==> src/rtl/rom_scan_controller.sv <==
// Sequencer that walks rom_reader across a (possibly wrapping) address range with
// step pulses, verifies each address, settles, then offers every word on valid/ready.
module rom_scan_controller #(
  parameter int DATA_WIDTH    = 8,
  parameter int ADDRESS_WIDTH = 9,
  parameter int PULSE_CYCLES  = 4,
  parameter int SETTLE_CYCLES = 16,
  parameter int ADDR_TIMEOUT  = 64
) (
  input  logic                     clk,
  input  logic                     reset_n,
  input  logic                     start,
  input  logic                     abort,
  input  logic [ADDRESS_WIDTH-1:0] first_address,
  input  logic [ADDRESS_WIDTH-1:0] last_address,
  input  logic [ADDRESS_WIDTH-1:0] rom_address,
  input  logic [DATA_WIDTH-1:0]    rom_data,
  output logic                     increment_address,
  output logic                     decrement_address,
  output logic [DATA_WIDTH-1:0]    out_data,
  output logic [ADDRESS_WIDTH-1:0] out_address,
  output logic                     out_valid,
  input  logic                     out_ready,
  output logic                     busy,
  output logic                     done,
  output logic                     error
);
  localparam int CNT_MAX = (PULSE_CYCLES > SETTLE_CYCLES) ? PULSE_CYCLES : SETTLE_CYCLES;
  localparam int CNT_W   = $clog2(CNT_MAX + 1);
  localparam int TMO_W   = $clog2(ADDR_TIMEOUT + 1);
  localparam logic [CNT_W-1:0] PULSE_LAST  = CNT_W'(PULSE_CYCLES - 1);
  localparam logic [CNT_W-1:0] SETTLE_LAST = CNT_W'(SETTLE_CYCLES - 1);
  localparam logic [TMO_W-1:0] TMO_LAST    = TMO_W'(ADDR_TIMEOUT - 1);
  localparam logic [TMO_W-1:0] TMO_MAX     = TMO_W'(ADDR_TIMEOUT);

  typedef enum logic [3:0] {
    IDLE, SEEK_PULSE, SEEK_WAIT, SETTLE, PRESENT, STEP_PULSE, STEP_WAIT, DONE, ERROR
  } state_t;

  state_t                   state, state_d;
  logic [ADDRESS_WIDTH-1:0] first_q, first_d, last_q, last_d, target_q, target_d;
  logic                     dir_up_q, dir_up_d, pending_q, pending_d;
  logic [CNT_W-1:0]         cnt_q, cnt_d;
  logic [TMO_W-1:0]         tmo_q, tmo_d;
  logic [DATA_WIDTH-1:0]    data_d;
  logic [ADDRESS_WIDTH-1:0] addr_d;
  logic                     error_d, busy_d, inc_d, dec_d, valid_d, done_d;

  function automatic logic [TMO_W-1:0] sat_inc(input logic [TMO_W-1:0] v);
    return (v == TMO_MAX) ? v : v + TMO_W'(1);
  endfunction

  always_comb begin
    state_d   = state;
    first_d   = first_q;
    last_d    = last_q;
    target_d  = target_q;
    dir_up_d  = dir_up_q;
    pending_d = pending_q;
    cnt_d     = cnt_q;
    tmo_d     = tmo_q;
    data_d    = out_data;
    addr_d    = out_address;
    error_d   = error;
    unique case (state)
      IDLE, DONE, ERROR: begin
        if (start) begin
          first_d   = first_address;
          last_d    = last_address;
          error_d   = 1'b0;
          pending_d = 1'b0;
          state_d   = SEEK_WAIT;
        end
      end
      SEEK_WAIT: begin
        // A pending seek step must land on its target before the range check resumes.
        if (pending_q && rom_address != target_q) begin
          if (tmo_q == TMO_LAST) begin
            state_d = ERROR;
            error_d = 1'b1;
          end else begin
            tmo_d = sat_inc(tmo_q);
          end
        end else if (rom_address == first_q) begin
          pending_d = 1'b0;
          cnt_d     = '0;
          state_d   = SETTLE;
        end else begin
          dir_up_d = rom_address < first_q;
          target_d = (rom_address < first_q) ? rom_address + ADDRESS_WIDTH'(1)
                                              : rom_address - ADDRESS_WIDTH'(1);
          cnt_d    = '0;
          state_d  = SEEK_PULSE;
        end
      end
      SEEK_PULSE, STEP_PULSE: begin
        if (cnt_q == PULSE_LAST) begin
          tmo_d     = '0;
          pending_d = 1'b1;
          state_d   = (state == SEEK_PULSE) ? SEEK_WAIT : STEP_WAIT;
        end else begin
          cnt_d = cnt_q + CNT_W'(1);
        end
      end
      STEP_WAIT: begin
        if (rom_address == target_q) begin
          cnt_d   = '0;
          state_d = SETTLE;
        end else if (tmo_q == TMO_LAST) begin
          state_d = ERROR;
          error_d = 1'b1;
        end else begin
          tmo_d = sat_inc(tmo_q);
        end
      end
      SETTLE: begin
        if (cnt_q == SETTLE_LAST) begin
          data_d  = rom_data;
          addr_d  = rom_address;
          state_d = PRESENT;
        end else begin
          cnt_d = cnt_q + CNT_W'(1);
        end
      end
      PRESENT: begin
        if (out_ready) begin
          if (out_address == last_q) begin
            state_d = DONE;
          end else begin
            target_d = out_address + ADDRESS_WIDTH'(1);
            dir_up_d = 1'b1;
            cnt_d    = '0;
            state_d  = STEP_PULSE;
          end
        end
      end
      default: state_d = IDLE;
    endcase
    if (abort) begin
      state_d = IDLE;
      error_d = error;
    end
    busy_d  = !(state_d inside {IDLE, DONE, ERROR});
    inc_d   = (state_d == SEEK_PULSE || state_d == STEP_PULSE) && dir_up_d;
    dec_d   = (state_d == SEEK_PULSE) && !dir_up_d;
    valid_d = (state_d == PRESENT);
    done_d  = (state_d == DONE) && (state != DONE);
  end

  // Register stage: every output comes straight from a flop.
  always_ff @(posedge clk or negedge reset_n) begin
    if (!reset_n) begin
      state             <= IDLE;
      first_q           <= '0;
      last_q            <= '0;
      target_q          <= '0;
      dir_up_q          <= 1'b0;
      pending_q         <= 1'b0;
      cnt_q             <= '0;
      tmo_q             <= '0;
      out_data          <= '0;
      out_address       <= '0;
      error             <= 1'b0;
      busy              <= 1'b0;
      increment_address <= 1'b0;
      decrement_address <= 1'b0;
      out_valid         <= 1'b0;
      done              <= 1'b0;
    end else begin
      state             <= state_d;
      first_q           <= first_d;
      last_q            <= last_d;
      target_q          <= target_d;
      dir_up_q          <= dir_up_d;
      pending_q         <= pending_d;
      cnt_q             <= cnt_d;
      tmo_q             <= tmo_d;
      out_data          <= data_d;
      out_address       <= addr_d;
      error             <= error_d;
      busy              <= busy_d;
      increment_address <= inc_d;
      decrement_address <= dec_d;
      out_valid         <= valid_d;
      done              <= done_d;
    end
  end

endmodule

==> config.mk <==
export PLATFORM = sky130hd
export DESIGN_NAME = rom_scan_controller
export DESIGN_NICKNAME = d
export VERILOG_FILES = /design/src/rtl/rom_scan_controller.sv
export SDC_FILE = /design/constraint.sdc
export NUM_CORES = 1
export LEC_CHECK = 0
export ABC_CLOCK_PERIOD_IN_PS = 10300
export CORE_ASPECT_RATIO = 1.4
export CORE_MARGIN = 5
export CORE_UTILIZATION = 50
export CTS_CLUSTER_DIAMETER = 60
export CTS_CLUSTER_SIZE = 12
export DETAILED_ROUTE_END_ITERATION = 16
export PLACE_DENSITY = 0.84
export SLEW_MARGIN = 20
export SYNTH_ARGS = -nofsm -noshare
export SYNTH_HDL_FRONTEND = slang
export SYNTH_SLANG_ARGS = --single-unit
==> constraint.sdc <==
create_clock -name clk -period 10.3 [get_ports clk]
set_input_delay 2.575 -clock clk [delete_from_list [all_inputs] [get_ports clk]]
set_output_delay 2.575 -clock clk [all_outputs]
set_load 0.01 [all_outputs]
==> flow_metrics.env <==
export IMPL_outcome="finished clean"
export IMPL_ant_nets=0
export IMPL_io_pins=63
export IMPL_reg2reg_to="target_q[8]$_DFFE_PN0P_"
export IMPL_syn2layout_area_growth_pct=23.2
export IMPL_finalSetupTns_ns=0
export IMPL_ys_seq_area_share_pct=42.4
export IMPL_io_buffer_count=62
export IMPL_tightest_slew_ns=1.10
export IMPL_swShare_pct=30.0
export IMPL_synth_cell_area_mm2=0.00401
export IMPL_postCtsHoldBufs=0
export IMPL_ys_types=54
export IMPL_track_usage_pct=20.2
export IMPL_gp_congestion=0.927
export IMPL_ff2ff_setup_slack_ns=6.56
export IMPL_drv_slew=0
export IMPL_drv_cap=0
export IMPL_post_cts_resized=0
export IMPL_min_period_ns=6.21
export IMPL_crit_path_end_kind="flip-flop"
export IMPL_core_rowCount=38
export IMPL_path_max_fanout=10
export IMPL_diodes=0
export IMPL_initial_utilization_pct=51.4
export IMPL_achievable_frequency_mhz=161
export IMPL_antenna_found_initial=0
export IMPL_overflow=0
export IMPL_hold_start="first_q[6]$_DFFE_PN0P_"
export IMPL_worstHoldEndpoint="first_q[6]$_DFFE_PN0P_"
export IMPL_viasPerCell=5.74
export IMPL_fin_skew_ns=0.0137
export IMPL_htreeDepth=3
export IMPL_worstPathArrival_ns=6.43
export IMPL_synthFlopType="dfrtp_1"
export IMPL_slew_headroom_pct=26.4
export IMPL_holdPathStages=1
export IMPL_drc_errors=0
export IMPL_synth_edf_count=0
export IMPL_core_mm2=0.00780
export IMPL_wl_um=9440
export IMPL_hold_path_class="flip-flop to flip-flop"
export IMPL_rsz0062_at_grt="false"
export IMPL_final_cells=559
export IMPL_dpl_hpwl_um=6840
export IMPL_p_comb_share_pct=27.1
export IMPL_final_layout_size_suffix_gt1_share_pct=15.5
export IMPL_grt_first_pass_wirelength_um=15600
export IMPL_irDropWorstVdd_mv=0.135
export IMPL_crit_type="input pin to flip-flop"
export IMPL_clk_path_buf_depth=2
export IMPL_synthCells=394
export IMPL_die_area_mm2=0.00993
export IMPL_cp_required_ns=10.52
export IMPL_min_period_over_period_pct=60.3
export IMPL_first_global_vias=3305
export IMPL_num_vias=3208
export IMPL_syn_avg_cell_area_um2=10.2
export IMPL_grt_start_max_net_pins=69
export IMPL_ff2ff_path_depth=14
export IMPL_cts_tree="yes"
export IMPL_intPower_uw=635
export IMPL_fp_dieH_um=116
export IMPL_setup_viol=0
export IMPL_pwr_share_seq_pct=39.8
export IMPL_cp_start_kind="input pin"
export IMPL_clockRootBuffer="clkbuf_8"
export IMPL_pwr_share_clk_pct=33.1
export IMPL_first_pass_iters=4
export IMPL_final_net_count=510
export IMPL_p_sw_uw=273
export IMPL_drt_initial_drc_count=295
export IMPL_clock_sinks=68
export IMPL_cts_setup_buffers=0
export IMPL_fillCellCount=652
export IMPL_p_leak_uw=0.00216
export IMPL_clkTransAtPathRegs_ns=0.07
export IMPL_cts_buffers=9
export IMPL_clk_latency_ns=0.37
export IMPL_die_w_um=85.7
export IMPL_wl_per_cell_um=16.9
export IMPL_hold_viol_final=0
export IMPL_synth_seq_cells=68
export IMPL_postSynth_asyncResetShare_pct=100
export IMPL_ys_warn_count=0
export IMPL_p_per_area_mw_per_mm2=184
export IMPL_r2r_start="first_q[6]$_DFFE_PN0P_"
export IMPL_syn_num_nets=450
export IMPL_dp_cells=542
state kept, by name, indices dropped and copies added (netlist names), 4 cells and up:
name	flops
first_q	9
last_q	9
out_address	9
target_q	9
out_data	8
tmo_q	7
cnt_q	5
state	4
Yosys cell counts (6+ instances only):
master,n,area (µm²)
xor2_1,18,158
o21ai_0,16,80.1
a21oi_1,15,75.1
nand3_1,14,70.1
inv_1,23,86.3
xnor2_1,15,131
nand4_1,7,43.8
nand2_1,34,128
buf_6,7,78.8
dfrtp_1,68,1700
mux2i_1,8,80.1
nor3_1,10,50.1
clkbuf_1,7,26.3
ha_1,16,200
a31oi_1,6,37.5
nor2_1,27,101
and3_1,7,43.8
mux2_2,36,405
power by group through the flow:
stage          Clock, µW  Sequential, µW  Combinational, µW
2_1_floorplan          0             355                183
3_3_place_gp           0             364                239
3_5_place_dp           0             366                245
4_1_cts              304             362                249
5_1_grt              317             369                274
6_report             300             362                246
per-layer routing:
metal / track usage [%] / up-vias / part of all wire (%)
li1: - / 1512 / -
met1: 21.8 / 1548 / 37
met2: 34.9 / 122 / 52
met3: 5.41 / 26 / 5.7
met4: 12.7 / 0 / 4.8
met5: 0 / - / 0
worst max path at each step:
| stage | from | end | slack (ns) |
|---|---|---|---|
| floorplan | rom_address[6] | target_q[8]$_DFFE_PN0P_ | 4.75 |
| global placement | rom_address[5] | target_q[8]$_DFFE_PN0P_ | 3.94 |
| CTS | rom_address[2] | target_q[8]$_DFFE_PN0P_ | 4.11 |
| global route | rom_address[2] | target_q[8]$_DFFE_PN0P_ | 3.73 |
| detailed placement | rom_address[2] | target_q[8]$_DFFE_PN0P_ | 3.75 |
| finish | rom_address[5] | target_q[8]$_DFFE_PN0P_ | 4.09 |
through the flow:
step	area (µm²)	utilization, %	setup WS, ns	hold WS [ns]	total power [µW]
detailed placement	4650	59.6	3.75	0.495	611
global placement	4650	59.6	3.94	0.488	603
global route	4940	63.3	3.73	0.528	960
finish	4940	63.3	4.09	0.511	908
floorplan	4010	-	4.75	0.471	538
CTS	4920	63.1	4.11	0.511	914
logic make-up (layout without fill, tap and decap cells):
| group | count (synthesis) | count (layout) | share of synthesized area (%) |
|---|---|---|---|
| compound gates | 67 | 67 | 11.4 |
| fa+ha+maj | 16 | 16 | 4.99 |
| flops | 68 | 68 | 42.4 |
| mux | 44 | 44 | 12.1 |
| buf+inv | 38 | 103 | 4.90 |
| simple gates | 125 | 125 | 15.5 |
| xor+xnor | 36 | 36 | 8.71 |
critical path, cell delays in order:
cell,delay (ns)
clkdlybuf4s50_1,0.61
ha_1,0.30
a21o_1,0.17
a21o_1,0.19
a221oi_2,0.75
xnor2_1,0.15
ha_1,0.26
nor2_1,0.13
nand2_1,0.09
or3_1,0.33
a2111oi_0,0.45
a31oi_1,0.10
xor2_1,0.19
o221ai_1,0.13
layout by cell type (no fill, tap or decap), types with 3 or more instances in the layout:
cell              n
o31ai_1           4
dfrtp_1          68
and2_1            3
nor2_1           27
a21oi_1          15
clkdlybuf4s50_1  61
mux2_2           36
nand3_1          14
a31oi_1           6
nand2_1          34
nand4_1           7
o21ai_0          15
xor2_1           18
clkbuf_8         10
bufinv_16         4
or3_1             4
o21bai_1          3
and3_1            7
mux2i_1           8
nor4_1            3
o22ai_1           3
inv_1            23
nor3_1           10
nand2b_1          3
ha_1             16
a21o_1            3
xnor2_1          15
layout make-up:
| type | instances | area, µm² | area share (%) |
|---|---|---|---|
| clock inverters | 6 | 135 | 2.74 |
| flip-flops and latches | 68 | 1700 | 34.5 |
| repair buffers | 64 | 638 | 12.9 |
| multi-input cells | 288 | 2110 | 42.8 |
| clock buffers | 10 | 138 | 2.79 |
| well taps | 100 | 125 | 2.53 |
| inverters | 23 | 86.3 | 1.75 |
Power figures use the tool's default switching activity.
